==> config.mk <==
export PLATFORM = sky130hd
export DESIGN_NAME = semaforo_temporizado
export DESIGN_NICKNAME = d
export VERILOG_FILES = /design/src/rtl/semaforo_temporizado.sv
export SDC_FILE = /design/constraint.sdc
export NUM_CORES = 1
export LEC_CHECK = 0
export CAP_MARGIN = 20
export CORE_AREA = 2 2 39 41
export DETAILED_ROUTE_END_ITERATION = 10
export DIE_AREA = 0 0 41 43
export PLACE_DENSITY = 0.71
export SETUP_SLACK_MARGIN = 0.5
export SKIP_CTS_REPAIR_TIMING = 1
export SLEW_MARGIN = 20
export SYNTH_ARGS = -nofsm -noshare
export SYNTH_HDL_FRONTEND = slang
export SYNTH_SLANG_ARGS = --single-unit
==> constraint.sdc <==
create_clock -name clk -period 3.06 [get_ports clk]
set_clock_uncertainty 0.15 [all_clocks]
set_input_delay 0.306 -clock clk [delete_from_list [all_inputs] [get_ports clk]]
set_output_delay 0.306 -clock clk [all_outputs]
set_load 0.05 [all_outputs]
==> src/rtl/semaforo_temporizado.sv <==
// Timed phase sequencer for a three-road intersection: green hold, yellow, optional all-red.
// Optional all-red clearance phase is enabled by defining SEMAFORO_ALLRED_EN.
module semaforo_temporizado #(
  parameter int MIN_GREEN = 5,
  parameter int YELLOW_T  = 2,
  parameter int ALL_RED_T = 1
) (
  input  logic       clk,
  input  logic       reset,
  input  logic       tick,
  input  logic [2:0] req_green,
  output logic [2:0] lamp_r,
  output logic [2:0] lamp_y,
  output logic [2:0] lamp_g,
  output logic [1:0] road,
  output logic [1:0] phase
);

  localparam int CNT_MAX_GY = (MIN_GREEN > YELLOW_T) ? MIN_GREEN : YELLOW_T;
  localparam int CNT_MAX    = (CNT_MAX_GY > ALL_RED_T) ? CNT_MAX_GY : ALL_RED_T;
  localparam int CW         = $clog2(CNT_MAX + 1);

  localparam logic [CW-1:0] MG_LAST = CW'(MIN_GREEN - 1);
  localparam logic [CW-1:0] YE_LAST = CW'(YELLOW_T - 1);
`ifdef SEMAFORO_ALLRED_EN
  localparam logic [CW-1:0] AR_LAST = CW'(ALL_RED_T - 1);
`endif

  typedef enum logic [1:0] {
    ST_GREEN   = 2'd0,
    ST_YELLOW  = 2'd1,
    ST_ALL_RED = 2'd2
  } state_e;

  state_e        state_q, state_d;
  logic [1:0]    cur_q, cur_d;
  logic [1:0]    nxt_q, nxt_d;
  logic [CW-1:0] cnt_q, cnt_d;

  logic       req_valid;
  logic [1:0] req_road;
  logic [2:0] cur_onehot;

  // Only a strictly one-hot request names a road; anything else means "no change".
  always_comb begin
    req_valid = 1'b1;
    req_road  = 2'd0;
    case (req_green)
      3'b001:  req_road = 2'd0;
      3'b010:  req_road = 2'd1;
      3'b100:  req_road = 2'd2;
      default: req_valid = 1'b0;
    endcase
  end

  // NOTE: every signal gets a default before the case so no path leaves it unassigned (no latches).
  always_comb begin
    state_d = state_q;
    cur_d   = cur_q;
    nxt_d   = nxt_q;
    cnt_d   = cnt_q;
    if (tick) begin
      case (state_q)
        ST_GREEN: begin
          if (cnt_q >= MG_LAST && req_valid && req_road != cur_q) begin
            nxt_d   = req_road;
            state_d = ST_YELLOW;
            cnt_d   = '0;
          end else if (cnt_q < MG_LAST) begin
            cnt_d = cnt_q + 1'b1;
          end
        end
        ST_YELLOW: begin
          if (cnt_q == YE_LAST) begin
`ifdef SEMAFORO_ALLRED_EN
            state_d = ST_ALL_RED;
`else
            state_d = ST_GREEN;
            cur_d   = nxt_q;
`endif
            cnt_d = '0;
          end else begin
            cnt_d = cnt_q + 1'b1;
          end
        end
`ifdef SEMAFORO_ALLRED_EN
        ST_ALL_RED: begin
          if (cnt_q == AR_LAST) begin
            state_d = ST_GREEN;
            cur_d   = nxt_q;
            cnt_d   = '0;
          end else begin
            cnt_d = cnt_q + 1'b1;
          end
        end
`endif
        default: begin
          state_d = ST_GREEN;
          cnt_d   = '0;
        end
      endcase
    end
  end

  // NOTE: sequential state uses non-blocking assignments; reset is synchronous and beats tick.
  always_ff @(posedge clk) begin
    if (reset) begin
      state_q <= ST_GREEN;
      cur_q   <= 2'd0;
      nxt_q   <= 2'd0;
      cnt_q   <= '0;
    end else begin
      state_q <= state_d;
      cur_q   <= cur_d;
      nxt_q   <= nxt_d;
      cnt_q   <= cnt_d;
    end
  end

  // Lamps decode registered state only, so exactly one lamp per road is lit every cycle.
  assign cur_onehot = 3'b001 << cur_q;

  always_comb begin
    lamp_g = 3'b000;
    lamp_y = 3'b000;
    lamp_r = 3'b111;
    case (state_q)
      ST_GREEN: begin
        lamp_g = cur_onehot;
        lamp_r = ~cur_onehot;
      end
      ST_YELLOW: begin
        lamp_y = cur_onehot;
        lamp_r = ~cur_onehot;
      end
      default: ;
    endcase
  end

  assign road  = cur_q;
  assign phase = state_q;

endmodule
==> results of run 1 <==
-- cells by family (layout without fill, tap and decap cells) --
kind of cell | Yosys count | after routing | share of synthesized area
other | 1 | 1 | 0.00731
AO/OA/AOI/OAI | 15 | 15 | 0.195
adder cells (fa/ha/maj) | 3 | 3 | 0.0732
XOR/XNOR | 2 | 2 | 0.0342
flip-flops | 8 | 8 | 0.312
buffers and inverters | 9 | 25 | 0.0805
AND/OR/NAND/NOR | 27 | 27 | 0.298
-- per-layer routing --
metal	GRT usage	vias to the layer above
li1	-	255
met1	0.236	232
met2	0.234	13
met3	0.0314	2
met4	0.0800	0
met5	0	-
-- cell usage in the layout, fill, tap and decap left out --
| cell type | count |
|---|---|
| sky130_fd_sc_hd__clkdlybuf4s50_1 | 17 |
| sky130_fd_sc_hd__dfxtp_1 | 8 |
| sky130_fd_sc_hd__nor2_1 | 7 |
| sky130_fd_sc_hd__a21oi_1 | 6 |
| sky130_fd_sc_hd__inv_1 | 5 |
| sky130_fd_sc_hd__nand2_1 | 4 |
| sky130_fd_sc_hd__nand2b_1 | 3 |
| sky130_fd_sc_hd__nand3_1 | 3 |
| sky130_fd_sc_hd__nor4_1 | 3 |
| sky130_fd_sc_hd__ha_1 | 3 |
| sky130_fd_sc_hd__clkbuf_4 | 3 |
| sky130_fd_sc_hd__xor2_1 | 2 |
| sky130_fd_sc_hd__o31ai_1 | 2 |
| sky130_fd_sc_hd__or2_2 | 1 |
| sky130_fd_sc_hd__and3b_2 | 1 |
| sky130_fd_sc_hd__o211ai_1 | 1 |
| sky130_fd_sc_hd__nor2b_4 | 1 |
| sky130_fd_sc_hd__nand2_2 | 1 |
| sky130_fd_sc_hd__or4b_1 | 1 |
| sky130_fd_sc_hd__a21oi_2 | 1 |
| sky130_fd_sc_hd__o22ai_1 | 1 |
| sky130_fd_sc_hd__o21ba_2 | 1 |
| sky130_fd_sc_hd__o2111a_1 | 1 |
| sky130_fd_sc_hd__a31oi_1 | 1 |
| sky130_fd_sc_hd__nand4_1 | 1 |
| sky130_fd_sc_hd__nor2b_1 | 1 |
| sky130_fd_sc_hd__o21ai_0 | 1 |
| sky130_fd_sc_hd__conb_1 | 1 |
-- layout make-up --
class / count / area (sq um)
inverter: 5 / 18.8
clock buffer: 3 / 22.5
sequential: 8 / 160
multi-input combinational: 48 / 312
fill: 145 / 681
timing repair buffer: 17 / 170
tap: 16 / 20.0
-- critical path: stages, from the launching register on --
cell	delay, ns
sky130_fd_sc_hd__dfxtp_1	0.34
sky130_fd_sc_hd__or2_2	0.33
sky130_fd_sc_hd__nor2_1	0.10
sky130_fd_sc_hd__clkdlybuf4s50_1	0.81
-- metrics by stage --
| stage | setup WS, ns | util | hold slack [ns] |
|---|---|---|---|
| after floorplan | 0.655 | - | 0.289 |
| after global placement | 1.04 | 0.492 | 0.314 |
| after detailed placement | 1.04 | 0.492 | 0.321 |
| after CTS | 0.755 | 0.508 | 0.327 |
| after global routing | 0.684 | 0.508 | 0.358 |
| final | 0.761 | 0.508 | 0.321 |
-- registers in the layout (all words and copies together), names as in the netlist --
| signal | cells |
|---|---|
| cnt_q | 3 |
| nxt_q | 2 |
| road | 2 |
| phase | 1 |
-- worst max-delay path by stage --
stage	endpoint	slack (ns)	depth (start not counted)
floorplan	lamp_g[2]	0.66	2
global placement	lamp_g[0]	1.04	3
detailed placement	lamp_g[0]	1.04	3
CTS	lamp_g[0]	0.75	3
global route	lamp_y[0]	0.68	3
finish	lamp_g[0]	0.76	3
-- power by group --
group	internal [W]	switching (W)	total (W)
clock	0.0000449	0.0000366	0.0000815
sequential	0.000107	0.00000236	0.000109
combinational	0.0000121	0.0000162	0.0000283
total	0.000164	0.0000551	0.000219
==> metrics.txt, run 1 <==
# TYPE chip_impl_metric gauge
chip_impl_info{name="status",value="finished clean"} 1
chip_impl_metric{name="yosys_register_bits",unit=""} 8
chip_impl_metric{name="period_minus_slack",unit="ns"} 2.30
chip_impl_metric{name="synthesis.yosys.warnings",unit=""} 0
chip_impl_metric{name="tritoncts_num_sinks",unit=""} 8
chip_impl_metric{name="die_area",unit="sq um"} 1760
chip_impl_metric{name="detail_route.wl_per_cell",unit="um"} 11.8
chip_impl_info{name="dominantRegCellSynth",value="sky130_fd_sc_hd__dfxtp_1"} 1
chip_impl_metric{name="drt_iter0_drc",unit=""} 7
chip_impl_metric{name="final-max-slew-violation-count",unit=""} 0
chip_impl_info{name="worst_setup_path_startpoint",value="road[0]$_SDFFE_PP0P_"} 1
chip_impl_metric{name="synth_edf_count",unit=""} 0
chip_impl_metric{name="worst_slew_margin_relative_to_its_limit",unit=""} 0.664
chip_impl_metric{name="syn_nets",unit=""} 74
chip_impl_info{name="ctsRootBufferMaster",value="sky130_fd_sc_hd__clkbuf_4"} 1
chip_impl_metric{name="layout_worst_path_cycle_share",unit=""} 0.751
chip_impl_info{name="setup.worst_path.class",value="reg2out"} 1
chip_impl_metric{name="critPathRequiredTime",unit="ns"} 2.60
chip_impl_metric{name="grt_usage",unit=""} 0.167
chip_impl_metric{name="postSynthCellCount",unit=""} 65
chip_impl_metric{name="maximum_number_of_pins_on_one_net_before_global_route_repair",unit=""} 12
chip_impl_info{name="worst_hold_path_type",value="reg2reg"} 1
chip_impl_metric{name="leakage_component_of_the_power",unit="nW"} 0.268
chip_impl_metric{name="timing.hold.worst_path_depth",unit=""} 2
chip_impl_metric{name="die-height",unit="um"} 43
chip_impl_metric{name="fp.coreArea",unit="sq um"} 1380
chip_impl_metric{name="worst-slew-pin-transition",unit="ns"} 0.502
chip_impl_info{name="crit-reg2reg-capture",value="nxt_q[1]$_SDFFE_PP0P_"} 1
chip_impl_metric{name="clock_insertion_delay_worst_skew",unit="ns"} 0.25
chip_impl_metric{name="async_reset_ff_frac",unit=""} 0
chip_impl_metric{name="netlist-cell-type-count",unit=""} 29
chip_impl_metric{name="cp_max_fo",unit=""} 6
chip_impl_metric{name="drtPass1Iterations",unit=""} 4
chip_impl_metric{name="met2WireLength",unit="um"} 575
chip_impl_metric{name="irDropWorstVdd",unit="mV"} 0.175
chip_impl_metric{name="total_power",unit="W"} 0.000219
chip_impl_metric{name="gp_routability_congestion",unit=""} 0.740
chip_impl_metric{name="globalRouteOverflowTotal",unit=""} 0
chip_impl_info{name="dr.max_layer_used",value="met4"} 1
chip_impl_info{name="post_synth_main_area_contributors",value="sky130_fd_sc_hd__dfxtp_1, sky130_fd_sc_hd__ha_1, sky130_fd_sc_hd__a21oi_1"} 1
chip_impl_metric{name="grt_pass1_vias",unit=""} 468
chip_impl_info{name="worstHoldEndpoint",value="road[1]$_SDFFE_PP0P_"} 1
chip_impl_info{name="yosys.cell_count.top_type",value="sky130_fd_sc_hd__dfxtp_1"} 1
chip_impl_metric{name="proportion_of_layout_cells_with_a_drive_suffix_above_1",unit=""} 0.111
chip_impl_metric{name="cap_violations",unit=""} 0
chip_impl_metric{name="clockBufferDepth",unit=""} 2
chip_impl_metric{name="finalInstanceArea",unit="sq um"} 703
chip_impl_info{name="cts_tree",value="done"} 1
chip_impl_metric{name="placement_rows",unit=""} 14
chip_impl_metric{name="antenna_found_initial",unit=""} 0
chip_impl_info{name="critical_path.reg2reg.startpoint",value="phase[0]$_SDFFE_PP0P_"} 1
chip_impl_metric{name="wl_met1",unit="um"} 510
chip_impl_metric{name="synthesis.area",unit="sq um"} 513
chip_impl_metric{name="num_antenna_cells",unit=""} 0
chip_impl_metric{name="detail_route.vias_per_cell",unit=""} 5.18
chip_impl_metric{name="routed-via-count",unit=""} 502
chip_impl_metric{name="port-buffer-count",unit=""} 17
chip_impl_metric{name="grt_first_pass_wirelength",unit="mm"} 2.04
chip_impl_metric{name="hpwl",unit="um"} 845
chip_impl_metric{name="cts_buffers",unit=""} 3
chip_impl_info{name="setup.worst_path.start_class",value="flop"} 1
chip_impl_metric{name="worst-r2r-setup-slack",unit="ns"} 1.50
chip_impl_metric{name="detailed_route_drc_error_count",unit=""} 0
chip_impl_metric{name="route.met3.wl",unit="um"} 47
chip_impl_metric{name="worst_ep_arrival_time",unit="ns"} 1.84
chip_impl_metric{name="die_w",unit="um"} 41
chip_impl_metric{name="placed_cell_area",unit="sq um"} 681
chip_impl_metric{name="layout_overhead_on_the_synthesized_area",unit="%"} 37.1
chip_impl_metric{name="highest_clock_frequency_the_design_can_meet",unit="MHz"} 435
chip_impl_metric{name="finish.net_count",unit=""} 92
chip_impl_info{name="setup.worst_path.end_class",value="output pin"} 1
chip_impl_metric{name="cts.reportedPaths.clkPinSlew",unit="ns"} 0.05
chip_impl_metric{name="finalSetupTns",unit="ns"} 0
chip_impl_metric{name="initial_util",unit=""} 0.371
chip_impl_metric{name="avgSynthCellArea",unit="sq um"} 7.89
chip_impl_metric{name="ant_nets",unit=""} 0
chip_impl_metric{name="report.final.hold_viol_count",unit=""} 0
chip_impl_metric{name="top_level_ports",unit=""} 19
chip_impl_info{name="post-synth-top-area-cell",value="sky130_fd_sc_hd__dfxtp_1"} 1
chip_impl_info{name="rsz0062_at_grt",value="no"} 1
chip_impl_info{name="min_from",value="nxt_q[1]$_SDFFE_PP0P_"} 1
chip_impl_metric{name="numPlacedInstances",unit=""} 94
chip_impl_metric{name="rr_worst_depth",unit=""} 4
chip_impl_metric{name="fraction_of_the_yosys_area_taken_by_sequential_cells",unit=""} 0.312
chip_impl_metric{name="detail_route.wirelength",unit="mm"} 1.14
chip_impl_metric{name="power_per_cell_area",unit="nW/um^2"} 311
chip_impl_metric{name="stdcell_count",unit=""} 97
chip_impl_info{name="ys_top_cells_by_count",value="sky130_fd_sc_hd__dfxtp_1, sky130_fd_sc_hd__nor2_1, sky130_fd_sc_hd__a21oi_1"} 1
chip_impl_metric{name="setup_viol",unit=""} 0
chip_impl_metric{name="synth_largest_type_area_fraction",unit=""} 0.312
chip_impl_metric{name="cts-htree-levels",unit=""} 1
No activity file was read; power rests on OpenSTA's default activity.
==> run 2: changes to the inputs <==
--- a/config.mk
+++ b/config.mk
@@ -6,9 +6,9 @@
 export NUM_CORES = 1
 export LEC_CHECK = 0
 export CAP_MARGIN = 20
-export CORE_AREA = 2 2 39 41
+export CORE_MARGIN = 2
+export CORE_UTILIZATION = 37
 export DETAILED_ROUTE_END_ITERATION = 10
-export DIE_AREA = 0 0 41 43
 export PLACE_DENSITY = 0.71
 export SETUP_SLACK_MARGIN = 0.5
 export SKIP_CTS_REPAIR_TIMING = 1
==> constraint.sdc (replaced) <==
create_clock -name clk -period 2.1 [get_ports clk]
set_clock_uncertainty 0.15 [all_clocks]
set_input_delay 0.21 -clock clk [delete_from_list [all_inputs] [get_ports clk]]
set_output_delay 0.21 -clock clk [all_outputs]
set_load 0.05 [all_outputs]
==> run 2 against run 1 <==
Wire length up 19%. Power rose by 51%. Worst setup slack worse by 0.30 ns. Largest cell class unchanged.
==> metrics.txt, run 2 (synthesis gave the netlist of run 1 again) <==
# TYPE chip_impl_metric gauge
chip_impl_info{name="status",value="finished clean"} 1
chip_impl_metric{name="layout_overhead_on_the_synthesized_area",unit="%"} 53.7
chip_impl_metric{name="initial_util",unit=""} 0.394
chip_impl_metric{name="grt_usage",unit=""} 0.182
chip_impl_info{name="registers.top_by_ff_count",value="cnt_q"} 1
chip_impl_metric{name="top_level_ports",unit=""} 19
chip_impl_metric{name="final-max-slew-violation-count",unit=""} 0
chip_impl_metric{name="detailed_route_drc_error_count",unit=""} 0
chip_impl_metric{name="grt_first_pass_wirelength",unit="mm"} 1.88
chip_impl_metric{name="die-height",unit="um"} 41.2
chip_impl_metric{name="drt_iter0_drc",unit=""} 7
chip_impl_metric{name="p_comb_frac",unit=""} 0.142
chip_impl_metric{name="detail_route.vias_per_cell",unit=""} 5.25
chip_impl_info{name="worst_hold_path_type",value="in2reg"} 1
chip_impl_metric{name="port-buffer-count",unit=""} 17
chip_impl_metric{name="power_frac_clock",unit=""} 0.379
chip_impl_metric{name="die_area",unit="sq um"} 1700
chip_impl_info{name="setup.worst_path.class",value="reg2out"} 1
chip_impl_info{name="layout_commonest_cell",value="sky130_fd_sc_hd__buf_4"} 1
chip_impl_metric{name="grt_pass1_vias",unit=""} 445
chip_impl_metric{name="antenna_found_initial",unit=""} 0
chip_impl_metric{name="worst_slew_margin_relative_to_its_limit",unit=""} 0.652
chip_impl_metric{name="setup_viol",unit=""} 0
chip_impl_metric{name="clock_insertion_delay_worst_skew",unit="ns"} 0.26
chip_impl_metric{name="tritoncts_num_sinks",unit=""} 8
chip_impl_metric{name="hpwl",unit="um"} 941
chip_impl_metric{name="detail_route.wirelength",unit="mm"} 1.36
chip_impl_metric{name="largest_reg_flops",unit=""} 3
chip_impl_metric{name="irDropWorstVdd",unit="mV"} 0.427
chip_impl_metric{name="worst-slew-pin-transition",unit="ns"} 0.521
chip_impl_metric{name="cts_buffers",unit=""} 3
chip_impl_metric{name="drtPass1Iterations",unit=""} 4
chip_impl_metric{name="globalRouteOverflowTotal",unit=""} 0
chip_impl_info{name="commonest_non_fill_non_tap_cells_in_the_layout",value="sky130_fd_sc_hd__buf_4, sky130_fd_sc_hd__a21oi_1, sky130_fd_sc_hd__inv_1, sky130_fd_sc_hd__dfxtp_1, sky130_fd_sc_hd__dlymetal6s2s_1"} 1
chip_impl_metric{name="sequentialPowerShare",unit=""} 0.480
chip_impl_metric{name="gp_routability_congestion",unit=""} 0.775
chip_impl_metric{name="power.share.switching",unit=""} 0.269
chip_impl_metric{name="layout_worst_path_cycle_share",unit=""} 0.782
chip_impl_metric{name="maximum_number_of_pins_on_one_net_before_global_route_repair",unit=""} 11
chip_impl_metric{name="proportion_of_layout_cells_with_a_drive_suffix_above_1",unit=""} 0.400
chip_impl_metric{name="routed-via-count",unit=""} 525
chip_impl_metric{name="finalSetupTns",unit="ns"} 0
chip_impl_metric{name="cap_violations",unit=""} 0
chip_impl_metric{name="critPathRequiredTime",unit="ns"} 1.74
chip_impl_metric{name="fp.coreArea",unit="sq um"} 1300
chip_impl_metric{name="clockBufferDepth",unit=""} 2
chip_impl_metric{name="cp_max_fo",unit=""} 6
chip_impl_info{name="ctsRootBufferMaster",value="sky130_fd_sc_hd__clkbuf_4"} 1
chip_impl_metric{name="detail_route.wl_per_cell",unit="um"} 13.6
chip_impl_metric{name="die_w",unit="um"} 41.2
chip_impl_metric{name="total_switching_power",unit="W"} 0.0000886
chip_impl_metric{name="highest_clock_frequency_the_design_can_meet",unit="MHz"} 609
chip_impl_metric{name="worst_ep_arrival_time",unit="ns"} 1.28
chip_impl_metric{name="finish.net_count",unit=""} 96
chip_impl_metric{name="power_per_cell_area",unit="nW/um^2"} 418
chip_impl_info{name="cts_tree",value="done"} 1
chip_impl_metric{name="period_minus_slack",unit="ns"} 1.64
chip_impl_metric{name="cts.reportedPaths.clkPinSlew",unit="ns"} 0.06
chip_impl_metric{name="p_int",unit="W"} 0.000241
chip_impl_info{name="setup.worst_path.end_class",value="output pin"} 1
chip_impl_info{name="rsz0062_at_grt",value="yes"} 1
chip_impl_metric{name="num_antenna_cells",unit=""} 0
chip_impl_metric{name="hold_slack",unit="ns"} 0.266
chip_impl_metric{name="leakage_component_of_the_power",unit="nW"} 0.372
chip_impl_metric{name="report.final.hold_viol_count",unit=""} 0
chip_impl_metric{name="placement_rows",unit=""} 13
chip_impl_info{name="setup.worst_path.start_class",value="flop"} 1
chip_impl_metric{name="ant_nets",unit=""} 0
chip_impl_metric{name="cts-htree-levels",unit=""} 1
[run 2: metrics by stage]
stage	cell area, sq um	utilization	setup slack (ns)	cells	power (W)
2_1_floorplan	557	-	0.387	65	0.000190
3_3_place_gp	721	0.554	0.311	95	0.000204
3_5_place_dp	721	0.554	0.246	95	0.000206
4_1_cts	743	0.571	0.0705	98	0.000332
5_1_grt	788	0.606	0.406	100	0.000344
6_report	788	0.606	0.457	100	0.000330
[run 2: path summary, 6_finish.rpt]
check                   startpoint               endpoint  slack [ns]  cells past startpoint
max reg2reg  cnt_q[0]$_SDFFE_PP0P_  cnt_q[0]$_SDFFE_PP0P_        0.59                      5
min                   req_green[2]  nxt_q[1]$_SDFFE_PP0P_        0.27                      3
max           road[0]$_SDFFE_PP0P_              lamp_r[2]        0.46                      2
min reg2reg  nxt_q[0]$_SDFFE_PP0P_   road[0]$_SDFFE_PP0P_        0.31                      2
[run 2: cell type report]
cell class	instances	area (sq um)
multi-input combinational	48	364
clock buffer	3	22.5
sequential	8	166
inverter	5	18.8
tap	15	18.8
timing repair buffer	21	198
fill	113	513
[run 2: per-layer routing]
metal | part of all wire | GRT usage | up-vias
met5 | 0 | 0 | -
met4 | 0.037 | 0.210 | 0
met3 | 0.018 | 0.0326 | 4
met2 | 0.49 | 0.242 | 5
met1 | 0.46 | 0.224 | 251
li1 | - | - | 265
[run 2: power by group through the flow]
stage          clock, W  combinational (W)  sequential, W
2_1_floorplan         0          0.0000283       0.000161
3_3_place_gp          0          0.0000426       0.000162
3_5_place_dp          0          0.0000438       0.000162
4_1_cts        0.000129          0.0000441       0.000159
5_1_grt        0.000135          0.0000511       0.000158
6_report       0.000125          0.0000467       0.000158
[run 2: critical path: stages (launching register included)]
cell,delay [ns]
sky130_fd_sc_hd__dfxtp_2,0.37
sky130_fd_sc_hd__nand2b_2,0.20
sky130_fd_sc_hd__dlymetal6s2s_1,0.44
==> run 3: changes to the inputs <==
==> constraint.sdc (replaced) <==
create_clock -name clk -period 1.3 [get_ports clk]
set_clock_uncertainty 0.15 [all_clocks]
set_input_delay 0.13 -clock clk [delete_from_list [all_inputs] [get_ports clk]]
set_output_delay 0.13 -clock clk [all_outputs]
set_load 0.05 [all_outputs]
==> run 3 against run 2 <==
The flow now finishes with violations (negative setup slack). Sequential share of layout area shrank 5.4 points. First-iteration DRC count increased to 2.7 times the previous value. Wire length rose by 28%. Power rose by 71%. Global-route usage is 1.6 points higher. Final area is 40% higher.
==> metrics.txt, run 3 (synthesis gave the netlist of run 1 again) <==
# TYPE chip_impl_metric gauge
chip_impl_info{name="status",value="finished, violations left"} 1
chip_impl_info{name="violations",value="negative setup slack"} 1
chip_impl_metric{name="die_area",unit="sq um"} 1700
chip_impl_metric{name="cap_violations",unit=""} 0
chip_impl_metric{name="die-height",unit="um"} 41.2
chip_impl_metric{name="placed_cell_area",unit="sq um"} 993
chip_impl_metric{name="drt_iter0_drc",unit=""} 19
chip_impl_metric{name="drtPass1Iterations",unit=""} 6
chip_impl_info{name="critical_path.reg2reg.startpoint",value="road[1]$_SDFFE_PP0P_"} 1
chip_impl_metric{name="grt_first_pass_wirelength",unit="mm"} 2.10
chip_impl_metric{name="power_per_cell_area",unit="nW/um^2"} 509
chip_impl_metric{name="die_w",unit="um"} 41.2
chip_impl_metric{name="layout_worst_path_cycle_share",unit=""} 1.18
chip_impl_metric{name="cts.reportedPaths.clkPinSlew",unit="ns"} 0.05
chip_impl_metric{name="top_level_ports",unit=""} 19
chip_impl_metric{name="detail_route.wl_per_cell",unit="um"} 15.1
chip_impl_info{name="commonest_non_fill_non_tap_cells_in_the_layout",value="sky130_fd_sc_hd__buf_4, sky130_fd_sc_hd__buf_12, sky130_fd_sc_hd__nor2_4, sky130_fd_sc_hd__a21oi_1"} 1
chip_impl_metric{name="tritoncts_num_sinks",unit=""} 8
chip_impl_info{name="ctsRootBufferMaster",value="sky130_fd_sc_hd__clkbuf_4"} 1
chip_impl_info{name="setup.worst_path.end_class",value="output pin"} 1
chip_impl_info{name="crit-reg2reg-capture",value="cnt_q[1]$_SDFFE_PP0P_"} 1
chip_impl_metric{name="multi_input_area",unit="sq um"} 428
chip_impl_metric{name="p_comb_frac",unit=""} 0.182
chip_impl_metric{name="ant_nets",unit=""} 0
chip_impl_metric{name="timing.hold.worst_path_depth",unit=""} 3
chip_impl_metric{name="clockBufferDepth",unit=""} 2
chip_impl_metric{name="antenna_found_initial",unit=""} 0
chip_impl_metric{name="p_int",unit="W"} 0.000411
chip_impl_metric{name="rr_worst_depth",unit=""} 6
chip_impl_metric{name="finalSetupTns",unit="ns"} -2.53
chip_impl_metric{name="detail_route.vias_per_cell",unit=""} 5.33
chip_impl_metric{name="initial_util",unit=""} 0.394
chip_impl_metric{name="detail_route.wirelength",unit="mm"} 1.74
chip_impl_metric{name="power.share.switching",unit=""} 0.270
chip_impl_info{name="min_from",value="req_green[2]"} 1
chip_impl_metric{name="grt_pass1_vias",unit=""} 497
chip_impl_metric{name="critPathRequiredTime",unit="ns"} 1.02
chip_impl_metric{name="cp_max_fo",unit=""} 4
chip_impl_metric{name="fillerInstances",unit=""} 73
chip_impl_metric{name="irDropWorstVdd",unit="mV"} 0.598
chip_impl_metric{name="hpwl",unit="mm"} 1.20
chip_impl_metric{name="cts-htree-levels",unit=""} 1
chip_impl_metric{name="cts_buffers",unit=""} 3
chip_impl_metric{name="globalRouteOverflowTotal",unit=""} 0
chip_impl_metric{name="routed-via-count",unit=""} 613
chip_impl_metric{name="grt_usage",unit=""} 0.198
chip_impl_info{name="cts_tree",value="done"} 1
chip_impl_metric{name="leakage_component_of_the_power",unit="nW"} 0.452
chip_impl_metric{name="final-seq-area",unit="sq um"} 174
chip_impl_metric{name="proportion_of_layout_cells_with_a_drive_suffix_above_1",unit=""} 0.600
chip_impl_metric{name="final_core_density",unit=""} 0.851
chip_impl_metric{name="maximum_number_of_pins_on_one_net_before_global_route_repair",unit=""} 11
chip_impl_metric{name="report.final.hold_viol_count",unit=""} 0
chip_impl_metric{name="fp.coreArea",unit="sq um"} 1300
chip_impl_info{name="worst_hold_path_type",value="in2reg"} 1
chip_impl_info{name="setup.worst_path.class",value="reg2out"} 1
chip_impl_metric{name="period_minus_slack",unit="ns"} 1.53
chip_impl_metric{name="worst_slack",unit="ns"} -0.228
chip_impl_metric{name="setup_viol",unit=""} 17
chip_impl_metric{name="dp_slack",unit="ns"} -0.368
chip_impl_metric{name="power_frac_clock",unit=""} 0.374
chip_impl_metric{name="port-buffer-count",unit=""} 17
chip_impl_metric{name="total_power",unit="W"} 0.000563
chip_impl_info{name="setup.worst_path.start_class",value="flop"} 1
chip_impl_metric{name="gp_routability_congestion",unit=""} 0.892
chip_impl_info{name="layout_commonest_cell",value="sky130_fd_sc_hd__buf_4"} 1
chip_impl_metric{name="worst_ep_arrival_time",unit="ns"} 1.25
chip_impl_metric{name="sequentialPowerShare",unit=""} 0.444
chip_impl_info{name="registers.top_by_ff_count",value="cnt_q"} 1
chip_impl_metric{name="worst-r2r-setup-slack",unit="ns"} -0.21
chip_impl_metric{name="highest_clock_frequency_the_design_can_meet",unit="MHz"} 654
chip_impl_metric{name="largest_reg_flops",unit=""} 3
chip_impl_metric{name="clock_insertion_delay_worst_skew",unit="ns"} 0.26
chip_impl_metric{name="finalInstanceArea",unit="sq um"} 1110
chip_impl_info{name="rsz0062_at_grt",value="yes"} 1
chip_impl_info{name="worstHoldEndpoint",value="nxt_q[1]$_SDFFE_PP0P_"} 1
chip_impl_metric{name="placement_rows",unit=""} 13
chip_impl_metric{name="total_switching_power",unit="W"} 0.000152
chip_impl_metric{name="final-max-slew-violation-count",unit=""} 0
chip_impl_metric{name="finish.net_count",unit=""} 110
chip_impl_metric{name="num_antenna_cells",unit=""} 0
chip_impl_metric{name="detailed_route_drc_error_count",unit=""} 0
chip_impl_metric{name="layout_overhead_on_the_synthesized_area",unit="%"} 116
-- run 3: cell type report --
type / instances / area share
multi-input combinational: 48 / 0.386
sequential: 8 / 0.157
tap: 15 / 0.0169
inverter: 5 / 0.0203
timing repair buffer: 35 / 0.395
clock buffer: 4 / 0.0237
-- run 3: routing by layer --
| metal | vias up | wire [um] | share of wire | GRT usage |
|---|---|---|---|---|
| met2 | 19 | 949 | 0.55 | 0.367 |
| met1 | 293 | 693 | 0.40 | 0.212 |
| met4 | 0 | 25 | 0.014 | 0.0726 |
| met5 | - | 0 | 0 | 0 |
| li1 | 297 | - | - | - |
| met3 | 4 | 68 | 0.039 | 0.0489 |
-- run 3: per-stage QoR --
| step | instances | hold WS [ns] |
|---|---|---|
| floorplan | 65 | 0.138 |
| global placement | 108 | 0.295 |
| detailed placement | 108 | 0.301 |
| CTS | 112 | 0.310 |
| global route | 115 | 0.210 |
| finish | 115 | 0.196 |
-- run 3: how the worst max path moves through the flow --
stage | endpoint | cells after the start | from | slack, ns
after floorplan | nxt_q[1]$_SDFFE_PP0P_ | 4 | phase[0]$_SDFFE_PP0P_ | -0.17
after global placement | phase[0]$_SDFFE_PP0P_ | 6 | req_green[2] | -0.31
after detailed placement | phase[0]$_SDFFE_PP0P_ | 6 | req_green[2] | -0.37
after CTS | lamp_g[0] | 4 | road[1]$_SDFFE_PP0P_ | -0.28
after global routing | cnt_q[1]$_SDFFE_PP0P_ | 6 | road[1]$_SDFFE_PP0P_ | -0.33
final | lamp_y[0] | 4 | road[1]$_SDFFE_PP0P_ | -0.23
-- run 3: power by group through the flow --
stage	sequential [W]	combinational, W	clock [W]
floorplan	0.000257	0.0000498	0
global placement	0.000255	0.0000905	0
detailed placement	0.000255	0.0000945	0
CTS	0.000250	0.0000949	0.000214
global route	0.000251	0.000109	0.000236
finish	0.000250	0.000102	0.000211
-- run 3: worst max-delay path, stage by stage, from the launching register on --
cell                      delay (ns)
sky130_fd_sc_hd__dfxtp_4        0.34
sky130_fd_sc_hd__buf_6          0.12
sky130_fd_sc_hd__or2_4          0.25
sky130_fd_sc_hd__nor2_4         0.13
sky130_fd_sc_hd__buf_12         0.14
